$ cat src/rtl/uart_rx.sv
// -----------------------------------------------------------------------------
// uart_rx
//   UART receiver, 8N1, LSB first. This is the receive half of the FPGA<->PC
//   serial link. The asynchronous rx line passes through a two-flop
//   synchroniser. The receiver detects the start bit, samples each bit at its
//   mid-point and delivers the byte with a one-cycle valid strobe. If the stop
//   bit is sampled low, the byte is discarded and a one-cycle frame_err pulse
//   is raised.
//
// Parameters
//   bd_divider : clock cycles per bit (clock_frequency / baudrate), 4..65535
//
// Ports
//   clk       : system clock, all logic on posedge
//   rst       : synchronous, active-high reset
//   rx        : serial line from PC, asynchronous, idles high
//   data_out  : last correctly received byte, held until the next good frame
//   out_valid : one-cycle pulse, data_out updated this cycle
//   frame_err : one-cycle pulse, stop bit sampled low, byte discarded
//   busy      : high whenever the receiver is not idle
// -----------------------------------------------------------------------------
module uart_rx #(
  parameter int unsigned bd_divider = 2500
) (
  input  logic       clk,
  input  logic       rst,
  input  logic       rx,
  output logic [7:0] data_out,
  output logic       out_valid,
  output logic       frame_err,
  output logic       busy
);

  typedef enum logic [2:0] {
    IDLE  = 3'd0,
    START = 3'd1,
    DATA  = 3'd2,
    STOP  = 3'd3,
    BRK   = 3'd4
  } state_t;

  // Terminal counts: START waits half a bit; DATA and STOP wait a full bit.
  localparam logic [15:0] HALF_LAST = 16'(bd_divider / 2 - 1);
  localparam logic [15:0] BIT_LAST  = 16'(bd_divider - 1);

  state_t      state, state_d;
  logic [15:0] clk_count, clk_count_d;
  logic [2:0]  bit_idx, bit_idx_d;
  logic [7:0]  shift_reg, shift_d;
  logic [7:0]  data_d;
  logic        valid_d, ferr_d;
  logic        rx_m, rx_s;

  // The synchroniser resets to 1 (line idle), so reset never looks like a
  // start bit.
  always_ff @(posedge clk) begin
    if (rst) begin
      rx_m <= 1'b1;
      rx_s <= 1'b1;
    end else begin
      // NOTE: non-blocking assignments make every flop sample the pre-edge
      // value, so rx_m -> rx_s forms a real two-stage chain.
      rx_m <= rx;
      rx_s <= rx_m;
    end
  end

  always_ff @(posedge clk) begin
    if (rst) begin
      state     <= IDLE;
      clk_count <= '0;
      bit_idx   <= '0;
      shift_reg <= '0;
      data_out  <= '0;
      out_valid <= 1'b0;
      frame_err <= 1'b0;
    end else begin
      state     <= state_d;
      clk_count <= clk_count_d;
      bit_idx   <= bit_idx_d;
      shift_reg <= shift_d;
      data_out  <= data_d;
      out_valid <= valid_d;
      frame_err <= ferr_d;
    end
  end

  always_comb begin
    // NOTE: every output of this block gets a default first, so no path
    // leaves a variable unassigned and no latch is inferred.
    state_d     = state;
    clk_count_d = clk_count + 16'd1;
    bit_idx_d   = bit_idx;
    shift_d     = shift_reg;
    data_d      = data_out;
    valid_d     = 1'b0;
    ferr_d      = 1'b0;

    case (state)
      IDLE: begin
        clk_count_d = '0;
        bit_idx_d   = '0;
        if (!rx_s) state_d = START;
      end

      START: begin
        // Mid-point of the start bit. If the line is back high, the low
        // level was a glitch and is dropped.
        if (clk_count == HALF_LAST) begin
          clk_count_d = '0;
          state_d     = rx_s ? IDLE : DATA;
        end
      end

      DATA: begin
        if (clk_count == BIT_LAST) begin
          clk_count_d      = '0;
          shift_d[bit_idx] = rx_s;
          if (bit_idx == 3'd7) begin
            bit_idx_d = '0;
            state_d   = STOP;
          end else begin
            bit_idx_d = bit_idx + 3'd1;
          end
        end
      end

      STOP: begin
        // Return to IDLE at the stop-bit mid-point. This leaves half a bit
        // of margin to catch a start bit that follows immediately.
        if (clk_count == BIT_LAST) begin
          clk_count_d = '0;
          if (rx_s) begin
            data_d  = shift_reg;
            valid_d = 1'b1;
            state_d = IDLE;
          end else begin
            ferr_d  = 1'b1;
            state_d = BRK;
          end
        end
      end

      BRK: begin
        // Line break or stuck-low line: wait for the line to recover before
        // looking for a new start bit.
        clk_count_d = '0;
        if (rx_s) state_d = IDLE;
      end

      default: begin
        state_d     = IDLE;
        clk_count_d = '0;
        bit_idx_d   = '0;
      end
    endcase
  end

  assign busy = (state != IDLE);

endmodule

$ cat config.mk
export PLATFORM = sky130hd
export DESIGN_NAME = uart_rx
export DESIGN_NICKNAME = d
export VERILOG_FILES = /design/src/rtl/uart_rx.sv
export SDC_FILE = /design/constraint.sdc
export NUM_CORES = 1
export LEC_CHECK = 0
export ABC_AREA = 1
export CORE_UTILIZATION = 42
export DETAILED_ROUTE_END_ITERATION = 16
export GPL_TIMING_DRIVEN = 0
export RECOVER_POWER = 100
export SLEW_MARGIN = 10
export SYNTH_ARGS = -nofsm -noshare
export SYNTH_HDL_FRONTEND = slang
export SYNTH_SLANG_ARGS = --single-unit
$ cat constraint.sdc
create_clock -name clk -period 4.7 [get_ports clk]
set_input_delay 0.94 -clock clk [delete_from_list [all_inputs] [get_ports clk]]
set_output_delay 0.94 -clock clk [all_outputs]
set_load 0.02 [all_outputs]
==> results.txt <==
----------------------------------------------------
[Clock network]
  Maximum count of clock buffers along a single path ... 2
  Buffers inserted by post-CTS timing repair ... 0
  Number of hold buffers added after CTS ... 0
  Source-to-sink clock delay at the later pin of the worst-skew pair ... 300 ps
  Inserted Clock Buffers ... 5
  CTS tree ... done
  Clock Pin Slew Worst Setup and Hold Paths ... 80 ps
  Post-CTS sizing ... 0
  Clock net sink count ... 42
  Root cell of the clock tree ... sky130_fd_sc_hd__clkbuf_8
  Level count of the clock H-tree ... 2

[Yosys]
  Sequential element share of the synthesized area ... 41.4%
  Synthesized cell area ... 2030 sq um
  Yosys top cell by area ... sky130_fd_sc_hd__dfxtp_1
  Fraction of the mapped netlist area in adder cells ... 2.47%
  Cell count after synthesis ... 290
  Net count after synthesis ... a little under 300
  Share of the synthesized area in the top cell type ... between 40% and 50%
  Main combinational cell family by area after synthesis ... simple AND/OR/NAND/NOR gates
  Area fraction in compound gates after synthesis ... 7.52%
  Post-synthesis cell type count ... 26
  Mux share of post-synthesis cell area ... 0%
  Mean cell area of the mapped netlist ... 7.00 sq um
  Flops & latches, synth ... 42
  Main area contributors after synthesis ... sky130_fd_sc_hd__dfxtp_1 (41%), sky130_fd_sc_hd__nor2_1 (13%), sky130_fd_sc_hd__nand2_1 (11%), sky130_fd_sc_hd__inv_1 (5.2%), sky130_fd_sc_hd__nand3_1 (4.9%)
  Synthesized-area fraction occupied by and/or/nand/nor cells ... 37.4%
  Xor-xnor portion of the synthesized cell area ... 3.45%
  Warning count from the yosys run ... 0

[Detailed routing]
  Total number of vias ... 1760
  Detailed-router iteration count before antenna repair ... 4
  Final ANT Viol Nets ... 0
  DRC errors left ... 0
  Detail-routed via count per cell ... roughly 4.8
  Detailed router's first-iteration violation count ... 158
  Detailed Route WL ... 4.01 mm
  Drt wl/cell ... 11.0 microns

[Placement]
  Count of input and output buffers ... 13
  Final HPWL DP ... 2.91 mm
  GP Congestion ... 0.895
  Number of placed instances with taps included ... between 300 and 400

[Final layout]
  Share of the core filled with cells in the final layout ... 52.2%
  Area growth from synthesis to layout ... 15.9%
  Fraction of final layout cells with drive strength greater than 1 ... 7.72%
  Nets@finish ... 317
  Most frequent standard cell in the layout excluding fill and tap cells ... sky130_fd_sc_hd__nor2_1
  Fillers ... ~460
  Count of non-filler cells in the finished layout ... 363
  Total inserted antenna cells ... 0
  Area taken by multi-input logic gates ... between 1000 and 1500 sq um
  Most frequent cells in the layout ... sky130_fd_sc_hd__nor2_1 (68), sky130_fd_sc_hd__nand2_1 (58), sky130_fd_sc_hd__dfxtp_1 (42), sky130_fd_sc_hd__inv_1 (28), sky130_fd_sc_hd__nand3_1 (20)
  Storage element area ... 841 sq um
  Max FFs per register ... 16

[Floorplan]
  Count of boundary I/O pins ... 14
  Initial core utilization ... between 40% and 50%
  Die Outline Area ... between 5000 and 6000 sq um
  CORE AREA ... roughly 4500 sq um
  Chip Width ... 71.5 microns
  Floorplan row count ... 24
  Vertical extent of the die ... 71.5 microns

[Min path]
  Type of the worst min-delay path ... flop to flop
  Cell depth of the worst min-delay path ... 1
  Worst Hold End ... rx_s
  Worst Hold Launch ... rx_m

[Timing]
  Final period demand of the worst path ... 2530 ps
  Hold slack ... approximately 420 ps
  Final count of hold timing violations ... 0
  Max-slew violation count ... 0
  Clock skew after layout ... 7.41 ps
  Fmax ... between 300 and 400 MHz
  # setup viols final ... 0
  Setup TNS ... 0 ps
  Slew at the pin closest to its max-slew limit ... about 470 ps
  Max-slew headroom ... 68.9%
  Post-route fraction of the period consumed by the critical path ... 53.8%
  Unrepaired setup endpoints after global routing ... false

[Power and ir drop]
  Total power density per cell area ... 441 nW/um^2
  Peak ir drop on the vdd network ... ~0.00021 V
  Lkg Pwr ... about 0.93 nW

[Setup path]
  Register-to-register setup slack ... roughly 2500 ps
  Critical-path maximum fanout ... 6
  Req. time, crit path ... 3760 ps
  Number of cell instances on the worst register-to-register path ... 11
  Setup Crit Path Kind ... flop to output pin
  RR Endpoint ... clk_count[14]
  Endpoint arrival time on the critical path ... about 1600 ps
  Type of element capturing the critical path ... output pin
  FF-to-FF Start ... clk_count[0]
  Critical Path Source Type ... flop

[Global route]
  Overall track demand over capacity in global routing ... between 10% and 20%
  Largest net degree at the start of global routing ... 15
  Total global routing overflow ... 0
  Vias in the first global route ... around 1600
  Initial antenna violation count ... 0
  First-pass GRT wire length ... about 7 mm

[Flow run]
  Count of max-cap constraint violations ... 0

[Outcome]
  Outcome ... completed

----------------------------------------------------
[stage by stage]
stage | worst slack [ps] | cell area, sq um | power (mW)
floorplan | 3100 | 2030 | 0.644
global placement | 2340 | 2220 | 0.709
detailed placement | 2390 | 2220 | 0.709
CTS | 2240 | 2360 | 1.06
global route | 2090 | 2350 | 1.11
finish | 2170 | 2350 | 1.04
[critical path: stages (launching register included)]
cell	delay [ps]
sky130_fd_sc_hd__dfxtp_1	440
sky130_fd_sc_hd__inv_1	120
sky130_fd_sc_hd__nand2_1	70
sky130_fd_sc_hd__dlygate4sd3_1	660
[worst max path at each step]
stage,endpoint,depth (start not counted),startpoint,slack [ps]
after floorplan,busy,3,state[2],3100
after global placement,data_out[0],5,rst,2340
after detailed placement,data_out[7],5,rst,2390
after CTS,busy,3,state[1],2240
after global routing,busy,3,state[1],2090
final,busy,3,state[1],2170
[per-layer routing]
metal,wire [microns],track usage [%],share of wire [%],vias up
li1,-,-,-,956
met1,2160,26.5,54,759
met2,1580,26.0,39,39
met3,214,3.80,5.3,6
met4,58,7.19,1.4,0
met5,0,0,0,-
[cell families (layout without fill, tap and decap cells)]
kind of cell,after synthesis,in the layout
AOI/OAI and AO/OA,30,30
xor gates and xnor gates,8,8
adders and majority gates,4,4
buffers and inverters,35,56
DFF,42,42
and+or+nand+nor,171,171
[synthesized netlist by cell type]
cell type and count:
sky130_fd_sc_hd__nor3_1 9, sky130_fd_sc_hd__nor3b_1 2, sky130_fd_sc_hd__nand3b_1 1, sky130_fd_sc_hd__ha_1 4, sky130_fd_sc_hd__nand4_2 1, sky130_fd_sc_hd__nand3_2 1, sky130_fd_sc_hd__inv_1 28, sky130_fd_sc_hd__clkbuf_1 2
sky130_fd_sc_hd__nor3_2 1, sky130_fd_sc_hd__o31ai_1 1, sky130_fd_sc_hd__or2_2 2, sky130_fd_sc_hd__buf_4 1, sky130_fd_sc_hd__dfxtp_1 42, sky130_fd_sc_hd__o21ai_0 14, sky130_fd_sc_hd__xor2_1 6, sky130_fd_sc_hd__nor2_1 68
sky130_fd_sc_hd__nor2_4 4, sky130_fd_sc_hd__xnor2_1 2, sky130_fd_sc_hd__nor2_2 3, sky130_fd_sc_hd__a21oi_1 15, sky130_fd_sc_hd__nand2_1 57, sky130_fd_sc_hd__nand3_1 20, sky130_fd_sc_hd__buf_6 3, sky130_fd_sc_hd__inv_2 1
sky130_fd_sc_hd__nand4_1 1, sky130_fd_sc_hd__nand2_2 1
[area by class of cell]
type / instances / share of cell area, %
plain buffers: 6 / 1.76
clock buffers: 5 / 2.93
clock inverters: 3 / 2.93
inverters: 29 / 4.63
multi-input cells: 213 / 43.7
flip-flops and latches: 42 / 35.7
well taps: 52 / 2.77
repair buffers: 13 / 5.53
[where the power goes]
| part | switching, mW | internal (mW) | total [mW] |
|---|---|---|---|
| logic | 0.190 | 0.0993 | 0.289 |
| registers | 0.0285 | 0.381 | 0.409 |
| clock network | 0.126 | 0.213 | 0.338 |
| total | 0.344 | 0.693 | 1.04 |
Note: power is estimated with default switching activity, not from simulation.
